--- src/rtl/mem_arb_pkg.sv ---
// Shared types for the SPI/local-master register RAM arbiter.
// Command struct and FSM state encoding used by the arbiter and the bench.
package mem_arb_pkg;

  localparam int ADDR_W = 10;
  localparam int DATA_W = 32;

  typedef enum logic [1:0] {
    IDLE,
    ISSUE,
    WAIT,
    RESP
  } arb_state_t;

  typedef struct packed {
    logic              we;
    logic [ADDR_W-1:0] addr;
    logic [DATA_W-1:0] wdata;
  } cmd_t;

endpackage

--- src/rtl/spi_mem_arbiter_rr_picker.sv ---
// Round-robin winner select: first set request at or after ptr, wrapping.
// Purely combinational, zero latency; no backpressure of its own.
module rr_picker #(
  parameter int NUM_REQ = 2,
  parameter int IDX_W   = $clog2(NUM_REQ)
) (
  input  logic [NUM_REQ-1:0] req,
  input  logic [IDX_W-1:0]   ptr,
  output logic [NUM_REQ-1:0] win_oh,
  output logic [IDX_W-1:0]   win_idx,
  output logic               win_vld
);

  logic [IDX_W:0] cand;

  always_comb begin
    win_oh  = '0;
    win_idx = '0;
    win_vld = 1'b0;
    cand    = '0;
    for (int k = 0; k < NUM_REQ; k++) begin
      cand = {1'b0, ptr} + (IDX_W+1)'(k);
      if (cand >= (IDX_W+1)'(NUM_REQ)) begin
        cand = cand - (IDX_W+1)'(NUM_REQ);
      end
      if (!win_vld && req[cand[IDX_W-1:0]]) begin
        win_vld                 = 1'b1;
        win_idx                 = cand[IDX_W-1:0];
        win_oh[cand[IDX_W-1:0]] = 1'b1;
      end
    end
  end

endmodule

--- src/rtl/spi_mem_arbiter.sv ---
// Round-robin arbiter sharing one 1024x32 RAM; write strobe 1 cycle after req, read rsp 2+READ_LAT.
// One transaction in flight, req ignored while busy; MEM_ARB_STATS_EN adds saturating grant counters.
module spi_mem_arbiter
  import mem_arb_pkg::*;
#(
  parameter int NUM_REQ  = 2,
  parameter int READ_LAT = 1,
  parameter int CNT_W    = 16
) (
  input  logic                       clk,
  input  logic                       rst_n,
  input  logic [NUM_REQ-1:0]         req,
  input  logic [NUM_REQ-1:0]         req_we,
  input  logic [NUM_REQ*ADDR_W-1:0]  req_addr,
  input  logic [NUM_REQ*DATA_W-1:0]  req_wdata,
  output logic [NUM_REQ-1:0]         gnt,
  output logic [NUM_REQ-1:0]         rsp_valid,
  output logic [DATA_W-1:0]          rsp_rdata,
  output logic                       mem_r_en,
  output logic                       mem_w_en,
  output logic [ADDR_W-1:0]          mem_addr,
  output logic [DATA_W-1:0]          mem_data_o,
  input  logic [DATA_W-1:0]          mem_data_i,
  output logic                       busy,
  output logic [NUM_REQ*CNT_W-1:0]   grant_cnt
);

  localparam int IDX_W = $clog2(NUM_REQ);
  localparam int WC_W  = 2;

  arb_state_t           state_q, state_d;
  logic [IDX_W-1:0]     ptr_q, ptr_d;
  logic [IDX_W-1:0]     win_q, win_d;
  logic [WC_W-1:0]      wait_cnt_q, wait_cnt_d;
  logic [NUM_REQ-1:0]   gnt_q, gnt_d;
  logic [NUM_REQ-1:0]   rsp_valid_q, rsp_valid_d;
  logic [DATA_W-1:0]    rsp_rdata_q, rsp_rdata_d;
  logic                 mem_r_en_q, mem_r_en_d;
  logic                 mem_w_en_q, mem_w_en_d;
  logic [ADDR_W-1:0]    mem_addr_q, mem_addr_d;
  logic [DATA_W-1:0]    mem_data_o_q, mem_data_o_d;
  logic                 busy_q, busy_d;

  logic [NUM_REQ-1:0]   pick_oh;
  logic [IDX_W-1:0]     pick_idx;
  logic                 pick_vld;
  cmd_t                 sel_cmd;

  rr_picker #(
    .NUM_REQ (NUM_REQ),
    .IDX_W   (IDX_W)
  ) u_picker (
    .req     (req),
    .ptr     (ptr_q),
    .win_oh  (pick_oh),
    .win_idx (pick_idx),
    .win_vld (pick_vld)
  );

  always_comb begin
    sel_cmd.we    = req_we[pick_idx];
    sel_cmd.addr  = req_addr[pick_idx*ADDR_W +: ADDR_W];
    sel_cmd.wdata = req_wdata[pick_idx*DATA_W +: DATA_W];
  end

  always_comb begin
    state_d      = state_q;
    ptr_d        = ptr_q;
    win_d        = win_q;
    wait_cnt_d   = wait_cnt_q;
    gnt_d        = '0;
    rsp_valid_d  = '0;
    rsp_rdata_d  = rsp_rdata_q;
    mem_r_en_d   = 1'b0;
    mem_w_en_d   = 1'b0;
    mem_addr_d   = mem_addr_q;
    mem_data_o_d = mem_data_o_q;
    case (state_q)
      IDLE: begin
        if (pick_vld) begin
          state_d    = ISSUE;
          win_d      = pick_idx;
          gnt_d      = pick_oh;
          mem_w_en_d = sel_cmd.we;
          mem_r_en_d = !sel_cmd.we;
          mem_addr_d = sel_cmd.addr;
          // Write data bus only moves for writes, reads leave it parked.
          if (sel_cmd.we) begin
            mem_data_o_d = sel_cmd.wdata;
          end
        end
      end
      ISSUE: begin
        ptr_d = (win_q == IDX_W'(NUM_REQ-1)) ? '0 : win_q + IDX_W'(1);
        if (mem_r_en_q) begin
          state_d    = WAIT;
          wait_cnt_d = WC_W'(READ_LAT-1);
        end else begin
          state_d = IDLE;
        end
      end
      WAIT: begin
        if (wait_cnt_q == '0) begin
          state_d     = RESP;
          rsp_rdata_d = mem_data_i;
          rsp_valid_d = NUM_REQ'(1) << win_q;
        end else begin
          wait_cnt_d = wait_cnt_q - WC_W'(1);
        end
      end
      RESP: begin
        state_d = IDLE;
      end
      default: begin
        state_d = IDLE;
      end
    endcase
    busy_d = (state_d != IDLE);
  end

  always_ff @(posedge clk or negedge rst_n) begin
    if (!rst_n) begin
      state_q      <= IDLE;
      ptr_q        <= '0;
      win_q        <= '0;
      wait_cnt_q   <= '0;
      gnt_q        <= '0;
      rsp_valid_q  <= '0;
      rsp_rdata_q  <= '0;
      mem_r_en_q   <= 1'b0;
      mem_w_en_q   <= 1'b0;
      mem_addr_q   <= '0;
      mem_data_o_q <= '0;
      busy_q       <= 1'b0;
    end else begin
      state_q      <= state_d;
      ptr_q        <= ptr_d;
      win_q        <= win_d;
      wait_cnt_q   <= wait_cnt_d;
      gnt_q        <= gnt_d;
      rsp_valid_q  <= rsp_valid_d;
      rsp_rdata_q  <= rsp_rdata_d;
      mem_r_en_q   <= mem_r_en_d;
      mem_w_en_q   <= mem_w_en_d;
      mem_addr_q   <= mem_addr_d;
      mem_data_o_q <= mem_data_o_d;
      busy_q       <= busy_d;
    end
  end

  assign gnt        = gnt_q;
  assign rsp_valid  = rsp_valid_q;
  assign rsp_rdata  = rsp_rdata_q;
  assign mem_r_en   = mem_r_en_q;
  assign mem_w_en   = mem_w_en_q;
  assign mem_addr   = mem_addr_q;
  assign mem_data_o = mem_data_o_q;
  assign busy       = busy_q;

`ifdef MEM_ARB_STATS_EN
  logic [NUM_REQ*CNT_W-1:0] cnt_q, cnt_d;

  // Counts track gnt_d so the count moves in the same cycle gnt is seen.
  always_comb begin
    cnt_d = cnt_q;
    for (int i = 0; i < NUM_REQ; i++) begin
      if (gnt_d[i] && (cnt_q[i*CNT_W +: CNT_W] != {CNT_W{1'b1}})) begin
        cnt_d[i*CNT_W +: CNT_W] = cnt_q[i*CNT_W +: CNT_W] + CNT_W'(1);
      end
    end
  end

  always_ff @(posedge clk or negedge rst_n) begin
    if (!rst_n) begin
      cnt_q <= '0;
    end else begin
      cnt_q <= cnt_d;
    end
  end

  assign grant_cnt = cnt_q;
`else
  assign grant_cnt = '0;
`endif

endmodule
--- config.mk ---
export PLATFORM = sky130hd
export DESIGN_NAME = spi_mem_arbiter
export DESIGN_NICKNAME = d
export VERILOG_FILES = /design/src/rtl/mem_arb_pkg.sv /design/src/rtl/spi_mem_arbiter_rr_picker.sv /design/src/rtl/spi_mem_arbiter.sv
export SDC_FILE = /design/constraint.sdc
export NUM_CORES = 1
export LEC_CHECK = 0
export BUFFER_PORTS_ARGS = -buffer_cell sky130_fd_sc_hd__buf_4
export CORE_MARGIN = 2
export CORE_UTILIZATION = 40
export CTS_BUF_LIST = sky130_fd_sc_hd__clkbuf_4 sky130_fd_sc_hd__clkbuf_8 sky130_fd_sc_hd__clkbuf_16
export DETAILED_ROUTE_END_ITERATION = 10
export PLACE_DENSITY_LB_ADDON = 0.12
export SLEW_MARGIN = 20
export SYNTH_ARGS = -nofsm -noshare
export SYNTH_HDL_FRONTEND = slang
export SYNTH_SLANG_ARGS = --single-unit
--- constraint.sdc ---
create_clock -name clk -period 2.4 [get_ports clk]
set_input_delay 0.48 -clock clk [delete_from_list [all_inputs] [get_ports clk]]
set_output_delay 0.48 -clock clk [all_outputs]
set_load 0.01 [all_outputs]
==> impl_metrics.toml, run 1 <==
[yosys]
synth_simple_gate_area_share_pct = 8.82
ys_ff_latch = 87
synth_xor_area_share_pct = 0
synth_top_area_cell = "dfrtp_1"
async_flop_share_pct = 100
synthAdderAreaFrac_pct = 0.284
synth_mux_area_share_pct = 8.39
syn_area_sq_mm = 0.00441
yosysSeqAreaShare_pct = 49.3
synth_edf_count = 0
synth_top_family_by_area = "compound AO/OA/AOI/OAI gates"
ys.warnings.count = 0
synth.distinct_cells = 32
synth_compound_area_share_pct = 20.3
synth.area.top_cells = "dfrtp_1 (49%), a221oi_2 (10%), mux2_2 (8.2%)"
postSynthAreaPerCell_sq_um = 11.0
synth_top_area_share_pct = 49.3
synthFlopType = "dfrtp_1"
synth_cells = 402

[run_status]
status = "complete, no violations"

[timing]
setup_ws_ns = 0.390
post-route-period-util_pct = 83.7
drv_slew = 0
setup_tns_ns = 0
hold_ws_ns = 0.0575
worstMarginPinSlew_ns = 0.986
finalCriticalPeriod_ns = 2.01
skew_ns = 0.0172
rsz0062_at_grt = "no"
setup_viol = 0
fmax_mhz = 498
slew-limit-headroom_pct = 34.3
hold_viol = 0

[worst_setup_path]
cp_max_fo = 32
r2r_cells = 4
crit_type = "reg -> reg"
crit_path_end_kind = "flip-flop"
cp.arrival_ns = 2.24
critPathLaunchType = "flip-flop"
cp.required_ns = 2.63

[placed_design]
io_buffers = 202
place_ws_ns = 0.266
place_hpwl_microns = 8560
gp_congestion = 0.770
place_area_sq_mm = 0.00591

[clock_tree]
cts-resized-gates = 0
cts_buffers = 9
cts_setup_buffers = 0
clock_latency_ns = 0.35
cts_tree = "yes"
clk_pin_slew_ns = 0.09
cts_htree_levels = 3
cts.path.max_buffers = 2
cts.sinks = 87
hold_buffers = 0
clockRootBuffer = "clkbuf_8"

[floorplan]
dieWidth_microns = 109
io_pins = 235
die_height_microns = 109
design.core.area_sq_mm = 0.0108
die_area_sq_mm = 0.0119
row_count = 38
start_util_pct = 40.9

[cells_and_area]
syn2layout_area_growth_pct = 38.2
nets = 711
layout_commonest_cell = "buf_4"
diodes = 0
fin_area_sq_mm = 0.00610
layout_common_cells = "buf_4 (215), dfrtp_1 (87), a31oi_1 (42)"
final_layout_size_suffix_gt1_share_pct = 50.3

[routing]
drtAntennaViolNets = 0
drt-initial-drc-count = 194
wl_microns = 12200
topRoutingLayerUsed = "met4"
dr.pass1.iters = 5
vias_per_cell = 5.28
drt-wirelength-per-cell_microns = 16.7
num_vias = 3867
met1Wirelength_microns = 4950
drc_errors = 0
wl_met3_microns = 869
wl_met2_microns = 6210

[power_and_ir_drop]
p_total_mw = 6.89
powerDensity_mw_per_mm2 = 1130
irDropWorstVdd_mv = 0.490
p_leak_nw = 2.88

[grt]
grt_max_degree = 45
grt_pass1_vias = 3797
grt_usage_pct = 20.1
grt_pass1_wl_microns = 18800
antenna_found_initial = 0
grt_overflow = 0

[run]
maxCapViolCount = 0

[worst_hold_path]
hold_class = "in -> async"
state kept, by name, indices dropped and copies added (netlist names), 2 cells and up:
name	flops
rsp_rdata	32
mem_addr	10
wait_cnt_q	2
gnt	2
mem_data_o	32
rsp_valid	2
state_q	2
critical path, cell delays in order, from the launching register on:
cell	delay (ns)
dfrtp_1	0.49
a211o_4	0.34
or3_2	0.40
buf_4	0.30
a221oi_1	0.34
final timing paths:
kind                               startpoint        endpoint  slack, ns
max in group asynchronous               rst_n  mem_data_o[18]       1.70
worst min register to register          win_q    rsp_valid[0]       0.50
worst max-delay path               state_q[0]   mem_data_o[2]       0.39
worst min-delay path                    rst_n   rsp_rdata[21]       0.06
worst max register to register     state_q[0]   mem_data_o[2]       0.39
min in group clk                mem_data_i[8]    rsp_rdata[8]       0.36
cell families after synthesis:
| kind of cell | count (synthesis) |
|---|---|
| AOI/OAI and AO/OA | 103 |
| adders and majority gates | 1 |
| buffers and inverters | 109 |
| DFF | 87 |
| muxes | 33 |
| other | 1 |
| and+or+nand+nor | 68 |
synthesized netlist by cell type (3+ instances only):
cell      count
a21oi_1      13
a221oi_2     30
a31oi_1      42
and3_1        4
buf_2         9
buf_4        32
buf_6         3
clkbuf_1     27
dfrtp_1      87
inv_1        37
mux2_2       32
nand2_1       6
nand3_1      11
nor2_1        6
nor4_1       32
o21ai_0      12
cell type report:
cell class,count,area (sq um)
Clock buffer,9,124
Fill cell,988,4690
Inverter,38,143
Timing Repair Buffer,215,1610
Clock inverter,6,67.6
Sequential cell,87,2180
Multi-Input combinational cell,237,1800
Tap cell,140,175
power breakdown:
part | total [mW] | switching (mW) | internal, mW
logic | 3.30 | 1.58 | 1.72
registers | 2.58 | 0.417 | 2.16
clock network | 1.01 | 0.532 | 0.481
metal layers:
layer | up-vias | track usage, %
li1 | 1794 | -
met3 | 19 | 3.47
met5 | - | 0
met2 | 171 | 34.8
met1 | 1883 | 25.3
met4 | 0 | 6.50
through the flow:
stage	std cells	util, %
4_1_cts	732	56.5
3_3_place_gp	717	54.8
5_1_grt	732	56.5
6_report	732	56.5
2_1_floorplan	433	-
3_5_place_dp	717	54.8
(Power assumes the default switching activity.)
==> run 2, diff against run 1 <==
ABC_AREA = 1   (was unset)
clock period = 2 ns   (was 2.4 ns; I/O delays follow)
==> run 2 against run 1 <==
  * The run now ends with negative hold slack left
  * Die area decreased by 2.6%
  * Maximum frequency increased by 35%
  * Utilization increased by 0.88 points
  * Global-route usage increased by 0.28 points
  * Total power increased by 13%
  * Worst hold slack got worse by 0.064 ns
==> impl_metrics.toml, run 2 <==
[run_status]
status = "complete, but fails checks"
violations = "negative hold slack"

[timing]
drv_slew = 0
setup_viol = 0
finalCriticalPeriod_ns = 1.49
skew_ns = 0.00881
rsz0062_at_grt = "no"
hold_viol = 4
hold_ws_ns = -0.00664
post-route-period-util_pct = 74.6
fmax_mhz = 671
setup_tns_ns = 0

[clock_tree]
clock_latency_ns = 0.35
cts.sinks = 87
cts_htree_levels = 3
hold_buffers = 0
cts_tree = "yes"
cts.path.max_buffers = 2
clk_pin_slew_ns = 0.09
clockRootBuffer = "clkbuf_8"
cts_buffers = 9
cts_setup_buffers = 0
cts-resized-gates = 0

[yosys]
synth.area.top_cells = "dfrtp_1 (51%), nand2_1 (18%), nand3_1 (13%)"
synth_most_common_cell = "nand2_1"
syn_area_sq_mm = 0.00429
postSynthAreaPerCell_sq_um = 8.13
synth_edf_count = 0
ys.warnings.count = 0
yosysSeqAreaShare_pct = 50.7
synth_top_area_cell = "dfrtp_1"
ys_ff_latch = 87
synth_top_area_share_pct = 50.7
synth_cells = 528
synth.distinct_cells = 23
async_flop_share_pct = 100
synthFlopType = "dfrtp_1"
synthTopCellsByCount = "nand2_1 (210), nand3_1 (110), dfrtp_1 (87)"

[worst_hold_path]
hold_class = "in -> async"

[power_and_ir_drop]
p_clk_share_pct = 16.3
irDropWorstVdd_mv = 0.660
power.internal_mw = 4.75
power_frac_comb_pct = 45.5
power_switching_mw = 3.04
powerDensity_mw_per_mm2 = 1310
p_seq_share_pct = 38.2
switching_share_pct = 39.0
p_total_mw = 7.79
p_leak_nw = 3.38

[placed_design]
gp_congestion = 0.770
placed_cells = 842
io_buffers = 202
place_hpwl_microns = 8840

[routing]
drtAntennaViolNets = 0
num_vias = 4057
dr.pass1.iters = 4
drt-wirelength-per-cell_microns = 14.0
drc_errors = 0
drt-initial-drc-count = 238
vias_per_cell = 4.73
wl_microns = 12000

[cells_and_area]
final_util_pct = 57.4
nets = 840
fillers = 984
diodes = 0
syn2layout_area_growth_pct = 38.7
layout_common_cells = "buf_4 (211), nand2_1 (210), nand3_1 (110)"
final_layout_size_suffix_gt1_share_pct = 33.5
layout_commonest_cell = "buf_4"
stdcell_count = 858

[floorplan]
dieWidth_microns = 108
start_util_pct = 41.4
die_height_microns = 108
die_area_sq_mm = 0.0116
design.core.area_sq_mm = 0.0104
io_pins = 235
row_count = 37

[grt]
grt_pass1_vias = 3809
antenna_found_initial = 0
grt_max_degree = 40
grt_pass1_wl_microns = 18600
grt_usage_pct = 20.3
grt_overflow = 0

[worst_setup_path]
cp.arrival_ns = 1.78
crit_path_end_kind = "flip-flop"
critPathLaunchType = "flip-flop"
cp_max_fo = 35
crit_type = "reg -> reg"
cp.required_ns = 2.29
r2r_cells = 8

[run]
maxCapViolCount = 0
## run 2: changes by cell type after synthesis, sizes merged, moves of 4 or more
cell	change
a31oi	-32
inv	-26
nor2	+13
mux2	-32
a221oi	-32
a21oi	-11
nand2	+210
nand3	+100
and3	-4
buf	+19
o21ai	-10
clkbuf	-24
nor4	-32
## run 2: final timing paths
| kind | slack (ns) | end | start |
|---|---|---|---|
| setup / recovery | 0.51 | mem_data_o[13] | ptr_q |
| hold / removal | -0.007 | mem_data_o[17] | rst_n |
| setup reg to reg | 0.51 | mem_data_o[13] | ptr_q |
| hold reg to reg | 0.47 | rsp_rdata[16] | rsp_rdata[16] |
| max in group asynchronous | 1.49 | ptr_q | rst_n |
| min in group clk | 0.27 | rsp_rdata[17] | mem_data_i[17] |
## run 2: cell families (layout without fill, tap and decap cells)
logic type	count (synthesis)	in the layout	share of synthesized area (%)
AOI/OAI and AO/OA	15	15	2.07
adders and majority gates	1	1	0.291
buffers and inverters	77	240	11.6
DFF	87	87	50.7
other	1	32	0.0874
and+or+nand+nor	347	347	35.2
## run 2: per-layer routing
| metal | up-vias | GRT usage [%] | routed length [microns] |
|---|---|---|---|
| met3 | 12 | 6.54 | 1230 |
| met1 | 1875 | 26.0 | 4920 |
| met2 | 162 | 32.9 | 5710 |
| met4 | 0 | 6.23 | 157 |
| met5 | - | 0 | 0 |
| li1 | 2008 | - | - |
## run 2: stage by stage
stage | setup WS (ns) | area, sq um
5_1_grt | 0.382 | 5950
3_5_place_dp | 0.450 | 5750
4_1_cts | 0.501 | 5950
3_3_place_gp | 0.501 | 5750
2_1_floorplan | 0.747 | 4410
6_report | 0.509 | 5950
## run 2: cell type report
type,instances,area (sq um),share of cell area [%]
clock buffers,10,138,2.31
clock inverters,6,68.8,1.16
inverters,11,41.3,0.694
multi-input cells,395,1730,29.1
flip-flops and latches,87,2180,36.6
well taps,136,170,2.86
repair buffers,213,1620,27.3
## run 2: worst max-delay path: stages, from the launching register on
cell	delay (ns)
dfrtp_1	0.42
inv_2	0.08
nand2_4	0.07
nand2_4	0.14
buf_4	0.35
nand2_1	0.08
nand2_1	0.10
nand3_1	0.08
nand2_1	0.07
## run 2: power groups by stage
| stage | Clock [mW] | Sequential, mW | Combinational [mW] |
|---|---|---|---|
| 2_1_floorplan | 0 | 3.29 | 1.62 |
| 3_3_place_gp | 0 | 3.00 | 3.52 |
| 3_5_place_dp | 0 | 3.00 | 3.60 |
| 4_1_cts | 1.31 | 2.99 | 3.60 |
| 5_1_grt | 1.37 | 3.08 | 3.95 |
| 6_report | 1.27 | 2.98 | 3.54 |
==> run 3, diff against run 2 <==
clock period = 1.2 ns   (was 2 ns; I/O delays follow)
==> run 3 against run 2 <==
  * The flow finishes with violations (negative setup slack)
  * Largest cell class unchanged
  * Critical path type unchanged
  * Clock skew about the same
  * Sequential cell count did not move
  * Critical path depth fell by 1
  * Global-route usage shrank 0.077 points
==> impl_metrics.toml, run 3 (same netlist as run 2, synthesis figures left out) <==
[timing]
rsz0062_at_grt = "yes"
setup_viol = 74
drv_slew = 0
fmax_mhz = 766
hold_viol = 0
skew_ns = 0.00838
setup_ws_ns = -0.105
hold_ws_ns = 0.109
post-route-period-util_pct = 109
finalCriticalPeriod_ns = 1.31

[cells_and_area]
final_layout_size_suffix_gt1_share_pct = 44.8
layout_common_cells = "buf_4 (209), nand2_1 (163), nand3_1 (96)"
diodes = 0
layout_commonest_cell = "buf_4"
nets = 874
syn2layout_area_growth_pct = 58.8
stdcell_count = 892

[power_and_ir_drop]
irDropWorstVdd_mv = 1.27
p_leak_nw = 3.73
powerDensity_mw_per_mm2 = 2210

[grt]
grtUsageMet3_pct = 5.93
grt_usage_pct = 20.3
met1_usage_pct = 25.7
grt_overflow = 0
antenna_found_initial = 0
grt_busiest_layer = "met2"
grtUsageMet2_pct = 33.5
grt_pass1_wl_microns = 18600
grt_max_degree = 40
grt_pass1_vias = 3869

[placed_design]
place_ws_ns = -0.0654
placed_cells = 857
io_buffers = 202
place_hpwl_microns = 8820
gp_congestion = 0.793

[run]
maxCapViolCount = 0

[floorplan]
dieWidth_microns = 108
io_pins = 235
die_area_sq_mm = 0.0116
design.core.area_sq_mm = 0.0104
row_count = 37
start_util_pct = 41.4
die_height_microns = 108

[routing]
drtAntennaViolNets = 0
vias_per_cell = 4.86
dr.pass1.iters = 4
num_vias = 4334
wl_microns = 13600
drt-wirelength-per-cell_microns = 15.2
drt-initial-drc-count = 272
drc_errors = 0

[worst_setup_path]
cp.required_ns = 1.43
cp_max_fo = 13
cp.arrival_ns = 1.54
crit_type = "reg -> reg"
critPathLaunchType = "flip-flop"
crit_path_end_kind = "flip-flop"

[clock_tree]
clock_latency_ns = 0.35
cts.path.max_buffers = 2
cts_htree_levels = 3
cts_tree = "yes"
clk_pin_slew_ns = 0.09
clockRootBuffer = "clkbuf_8"
cts_buffers = 9
cts.sinks = 87

[worst_hold_path]
hold_class = "in -> reg"

[run_status]
status = "complete, but fails checks"
violations = "negative setup slack"
[run 3: final cells by class]
type	count	area, sq um
clock buffer	9	124
clock inverter	7	71.3
fill	888	3550
inverter	11	41.3
multi-input combinational	397	2070
sequential	87	2180
tap	136	170
timing repair buffer	245	2160
[run 3: where the power goes]
part | switching (mW) | total (mW) | internal [mW]
clock | 1.08 | 2.05 | 0.970
combinational | 3.87 | 7.91 | 4.04
sequential | 0.901 | 5.12 | 4.22
total | 5.85 | 15.1 | 9.23
[run 3: repair_timing]
| action | 4_1_cts | 5_1_grt |
|---|---|---|
| setup endpoints to repair | 63 | 79 |
| gates cloned | 0 | 11 |
| gates resized for setup | 2 | 104 |
| hold endpoints to repair | 16 | 0 |
| pin swaps | 0 | 17 |
| buffers inserted | 1 | 6 |
| hold buffers | 1 | 0 |
[run 3: stage by stage]
stage | TNS, ns | total power, mW | cell area (sq um) | utilization [%]
global route | -8.18 | 16.1 | 6820 | 65.7
CTS | -0.880 | 13.6 | 6160 | 59.4
floorplan | -0.235 | 8.19 | 4410 | -
detailed placement | -1.66 | 11.4 | 5940 | 57.3
finish | -3.53 | 15.1 | 6820 | 65.7
global placement | -0.772 | 11.3 | 5940 | 57.3
[run 3: final timing paths]
path | start | end | slack, ns | cells after the start
setup / recovery | state_q[1] | rsp_rdata[1] | -0.11 | 7
hold / removal | mem_data_i[31] | rsp_rdata[31] | 0.11 | 3
setup reg to reg | state_q[1] | rsp_rdata[1] | -0.11 | 7
hold reg to reg | rsp_rdata[26] | rsp_rdata[26] | 0.48 | 2
max in group asynchronous | rst_n | rsp_rdata[4] | 0.39 | 3
min in group asynchronous | rst_n | mem_addr[6] | 0.31 | 2
[run 3: routing by layer]
| metal | vias to the layer above | part of all wire, % |
|---|---|---|
| met1 | 2050 | 39 |
| li1 | 2081 | - |
| met5 | - | 0 |
| met2 | 179 | 51 |
| met4 | 0 | 1.8 |
| met3 | 24 | 7.8 |
[run 3: worst max-delay path: stages, from the launching register on]
cell and delay, ns:
dfrtp_1 0.37, inv_2 0.06, buf_6 0.12, nor2_4 0.20, nand2_4 0.12, clkbuf_16 0.19, nand2_1 0.06, nand2_1 0.06
